**config.mk**
```make
export PLATFORM = sky130hd
export DESIGN_NAME = serial_add_ctrl
export DESIGN_NICKNAME = d
export VERILOG_FILES = /design/src/rtl/serial_add_ctrl.sv
export SDC_FILE = /design/constraint.sdc
export NUM_CORES = 1
export LEC_CHECK = 0
export ABC_AREA = 1
export CAP_MARGIN = 10
export CORE_MARGIN = 2
export CORE_UTILIZATION = 54
export DETAILED_ROUTE_END_ITERATION = 6
export PLACE_DENSITY = 0.95
export SKIP_CTS_REPAIR_TIMING = 1
export SLEW_MARGIN = 40
export SYNTH_ARGS = -nofsm -noshare
export SYNTH_HDL_FRONTEND = slang
export SYNTH_SLANG_ARGS = --single-unit
```
**constraint.sdc**
```tcl
create_clock -name clk -period 3 [get_ports clk]
set_input_delay 0.75 -clock clk [delete_from_list [all_inputs] [get_ports clk]]
set_output_delay 0.75 -clock clk [all_outputs]
set_load 0.05 [all_outputs]
```
**src/rtl/serial_add_ctrl.sv**
```systemverilog
// serial_add_ctrl: bit-serial adder sequencer driving one external full-adder cell.
// Adds two WIDTH-bit operands LSB first, one bit per clock, then pulses done.
// Ports:
//   clk, rst_n        clock, asynchronous active-low reset
//   start             request, honoured only in IDLE
//   op_a, op_b, cin   operands and carry-in, captured when start is accepted
//   busy              high while bits are being processed
//   done              one-cycle completion pulse
//   sum, cout         registered result, held until the next completion
//   fa_a, fa_b, fa_c  full-adder inputs (decode of registers, 0 outside RUN)
//   fa_sum, fa_carry  full-adder outputs
module serial_add_ctrl #(
  parameter int unsigned WIDTH = 8
) (
  input  logic             clk,
  input  logic             rst_n,
  input  logic             start,
  input  logic [WIDTH-1:0] op_a,
  input  logic [WIDTH-1:0] op_b,
  input  logic             cin,
  output logic             busy,
  output logic             done,
  output logic [WIDTH-1:0] sum,
  output logic             cout,
  output logic             fa_a,
  output logic             fa_b,
  output logic             fa_c,
  input  logic             fa_sum,
  input  logic             fa_carry
);

  localparam int unsigned CW = $clog2(WIDTH + 1);
  localparam logic [CW-1:0] LAST_CNT = CW'(WIDTH - 1);

  typedef enum logic [1:0] {
    IDLE = 2'd0,
    RUN  = 2'd1,
    DONE = 2'd2
  } state_t;

  state_t           state_q;
  state_t           state_nx;
  logic             load_c;
  logic             last_c;
  logic [WIDTH-1:0] a_sh;
  logic [WIDTH-1:0] b_sh;
  logic [WIDTH-1:0] r_sh;
  logic [WIDTH-1:0] r_nx_c;
  logic             carry_q;
  logic [CW-1:0]    cnt_q;
  logic             busy_q;
  logic             done_q;
  logic [WIDTH-1:0] sum_q;
  logic             cout_q;

  // Result shift register input: new sum bit enters at the MSB end.
  generate
    if (WIDTH == 1) begin : g_r_one
      assign r_nx_c = fa_sum;
    end else begin : g_r_many
      assign r_nx_c = {fa_sum, r_sh[WIDTH-1:1]};
    end
  endgenerate

  // State register.
  always_ff @(posedge clk or negedge rst_n) begin
    if (!rst_n) begin
      state_q <= IDLE;
    end else begin
      state_q <= state_nx;
    end
  end

  // Next-state decode; DONE always falls back to IDLE after one cycle.
  always_comb begin
    state_nx = state_q;
    load_c   = 1'b0;
    last_c   = 1'b0;
    case (state_q)
      IDLE: begin
        if (start) begin
          load_c   = 1'b1;
          state_nx = RUN;
        end
      end
      RUN: begin
        if (cnt_q == LAST_CNT) begin
          last_c   = 1'b1;
          state_nx = DONE;
        end
      end
      DONE: begin
        state_nx = IDLE;
      end
      default: begin
        state_nx = IDLE;
      end
    endcase
  end

  // Operand/result shifters, carry flop and bit counter.
  always_ff @(posedge clk or negedge rst_n) begin
    if (!rst_n) begin
      a_sh    <= '0;
      b_sh    <= '0;
      r_sh    <= '0;
      carry_q <= 1'b0;
      cnt_q   <= '0;
      sum_q   <= '0;
      cout_q  <= 1'b0;
    end else if (load_c) begin
      a_sh    <= op_a;
      b_sh    <= op_b;
      carry_q <= cin;
      cnt_q   <= '0;
    end else if (state_q == RUN) begin
      a_sh    <= a_sh >> 1;
      b_sh    <= b_sh >> 1;
      r_sh    <= r_nx_c;
      carry_q <= fa_carry;
      cnt_q   <= cnt_q + CW'(1);
      if (last_c) begin
        sum_q  <= r_nx_c;
        cout_q <= fa_carry;
      end
    end
  end

  // Status flags registered from the next state so they line up with it.
  always_ff @(posedge clk or negedge rst_n) begin
    if (!rst_n) begin
      busy_q <= 1'b0;
      done_q <= 1'b0;
    end else begin
      busy_q <= (state_nx == RUN);
      done_q <= (state_nx == DONE);
    end
  end

  assign busy = busy_q;
  assign done = done_q;
  assign sum  = sum_q;
  assign cout = cout_q;

  // Adder inputs are gated by RUN so the cell sees zeros when idle.
  assign fa_a = (state_q == RUN) & a_sh[0];
  assign fa_b = (state_q == RUN) & b_sh[0];
  assign fa_c = (state_q == RUN) & carry_q;

endmodule

```
==> metrics.txt <==
outcome finished, final reports clean; Lkg Pwr roughly 0.0010 uW; die height 60.4 um; Yosys reg bits 41; CTS tree built; headroom to the max-slew limit a little under three fifths; vias in the first global route around 1,200; Hold Crit Class in2async; Layout area overhead 24.2%; H-tree depth 2; Post-synth EDFFs 0; Yosys warnings 0; Rows 20; multi-input logic area 598 um^2; clock share of power 12.8%; vias post-DR 1,367; worst-path fanout max 14; most common library cells after synthesis 80 x nand2_1, 41 x dfrtp_1, 35 x nand3_1; Critical Path Source Type flip-flop; starting density of the core 56.7%; post-DP HPWL 2.20 mm; Crit. End Element primary output; syn_area_per_cell 8.71 um^2; final setup margin 0.217 ns; NetSw 957 uW; Yosys cell types 14; layout net count roughly 260; CP top delay family buffers and inverters; Worst Path Required between 2 and 2.5 ns; Reg area 1030 um^2; Placement Setup Slack 0.611 ns; Max-Cap Viols 0; # DRC 0; WL/cell 11.7 um; Die Area around 3600 um^2; switching share of power 44.1%; top cell type's share of synthesized area 59.8%; Tcrit/Tclk final 92.8%; port bufs 35; Top FF cell, synth dfrtp_1; antenna violations before repair 0; Max stage delay on crit path 0.83 ns; Setup TNS Final 0 ns; final hold vios 0; Ports 36; highest clock rate 0.359 GHz; ant diodes 0; first-pass iteration count of the detailed router 4; buffers plus inverters on the worst setup path 2; worst path arrival time 2.03 ns; largest net degree at the start of global routing 42; DR vias/cell ~5; clock-pin slew on the worst setup and hold paths 0.11 ns; Core Region 3030 um^2; Slowest-stage cell, CP clkdlybuf4s50_1; Tmin final around 2.8 ns; cts bufs inserted 5; Final setup viols 0; sequential share of the synthesized area 59.8%; syn nets 220; pwr dens 1020 nW/um^2; Max Slew Vio Count 0; synthesized instance count around 200; GRT Resource Usage Total 20.6%; Area contributors post-synth dfrtp_1 60%, nand2_1 18%, nand3_1 10%; Filler cells 243; RSZ-0062 raised after global routing false; CTS Sinks 41; worst setup path class reg2out; DRT Wirelength 3.23 mm; layout cells sized above 1 6.47%; Synth area leader dfrtp_1; 1st-iter DRT viols 49; CP cell instances inv_1 > nand2_2 > nor2_1 > clkdlybuf4s50_1; Post-Synthesis Cell Area 1720 um^2; Slew @ Worst Pin ~0.66 ns; Int Power roughly 1200 uW; fraction of registers with async set/reset 100%; top-count cell post-synth nand2_1; gr ovfl total 0; worst-skew pair later-pin latency 0.35 ns; first-pass GRT wire length approximately 5.4 mm; share of power burned in registers between 40% and 50%; maximum VDD drop 0.412 mV; die outline width 60.4 um; clk_skew 0.00352 ns; Comb pwr share 45.0%; DRT antenna net count 0; Reg2Reg Setup Slack 1.47 ns; root buffer cell clkbuf_4; gp weighted congestion approximately 0.7; clock buffer depth 2
==> cell type report <==
type                            count  share of cell area (%)
Clock buffer                        7                    2.58
Inverter                            9                    1.59
Multi-Input combinational cell    138                    28.1
Sequential cell                    41                    48.2
Tap cell                           44                    2.58
Timing Repair Buffer               37                    17.0
==> power by group through the flow <==
stage | Combinational (uW) | Clock [uW] | Sequential (uW)
6_report | 979 | 279 | 916
5_1_grt | 1080 | 308 | 942
4_1_cts | 987 | 284 | 915
3_5_place_dp | 984 | 0 | 926
3_3_place_gp | 955 | 0 | 917
2_1_floorplan | 499 | 0 | 1120
==> routing by layer <==
metal  up-vias  part of all wire (%)  GRT usage (%)
met4         0                  0.96           10.5
li1        691                     -              -
met3         4                   5.5           4.48
met1       633                    46           27.1
met2        39                    48           32.6
met5         -                     0              0
==> registers in the layout (all words and copies together) (netlist names) <==
| register | flops |
|---|---|
| state_q | 2 |
| r_sh | 7 |
| cout | 1 |
| done | 1 |
| carry_q | 1 |
| cnt_q | 4 |
| sum | 8 |
| b_sh | 8 |
| busy | 1 |
| a_sh | 8 |
==> layout by cell type, fill, tap and decap left out, types with 2 or more instances in the layout <==
master           count
dfrtp_1             41
nor2_1               8
o21ai_0              8
nor2_2               2
inv_1                8
nand2_2              2
nand3_1             35
clkdlybuf4s50_1     34
clkbuf_4             5
nand2_1             80
buf_4                3
==> final timing paths <==
check,startpoint,end,cells after the start
hold reg to reg,r_sh[3],sum[2],2
hold / removal,rst_n,sum[2],1
setup / recovery,state_q[1],fa_a,4
setup reg to reg,state_q[1],sum[7],6
max in group asynchronous,rst_n,cout,1
min in group clk,r_sh[3],sum[2],2
==> stage by stage <==
| step | hold slack [ns] | util [%] | instances | power, uW | area, um^2 |
|---|---|---|---|---|---|
| 3_3_place_gp | 0.447 | 68.5 | 269 | 1870 | 2070 |
| 6_report | 0.359 | 70.4 | 276 | 2170 | 2130 |
| 2_1_floorplan | 0.442 | - | 197 | 1620 | 1720 |
| 5_1_grt | 0.378 | 70.4 | 276 | 2330 | 2130 |
| 4_1_cts | 0.364 | 70.4 | 276 | 2190 | 2130 |
| 3_5_place_dp | 0.456 | 68.6 | 269 | 1910 | 2080 |
==> cell families (layout without fill, tap and decap cells) <==
family / count (synthesis) / after routing / share of synthesized area [%]
compound gates: 9 / 9 / 2.84
buf+inv: 18 / 53 / 5.32
simple gates: 128 / 128 / 31.3
flops: 41 / 41 / 59.8
fa+ha+maj: 1 / 1 / 0.729
==> worst register-to-register path, cell delays in order, from the launching register on <==
cell and delay [ns]:
dfrtp_1 0.40, inv_1 0.09, nand2_2 0.18, inv_2 0.38, nand2_2 0.21, nand2_1 0.11, nand2_1 0.06
Note: power is estimated with default switching activity, not from simulation.
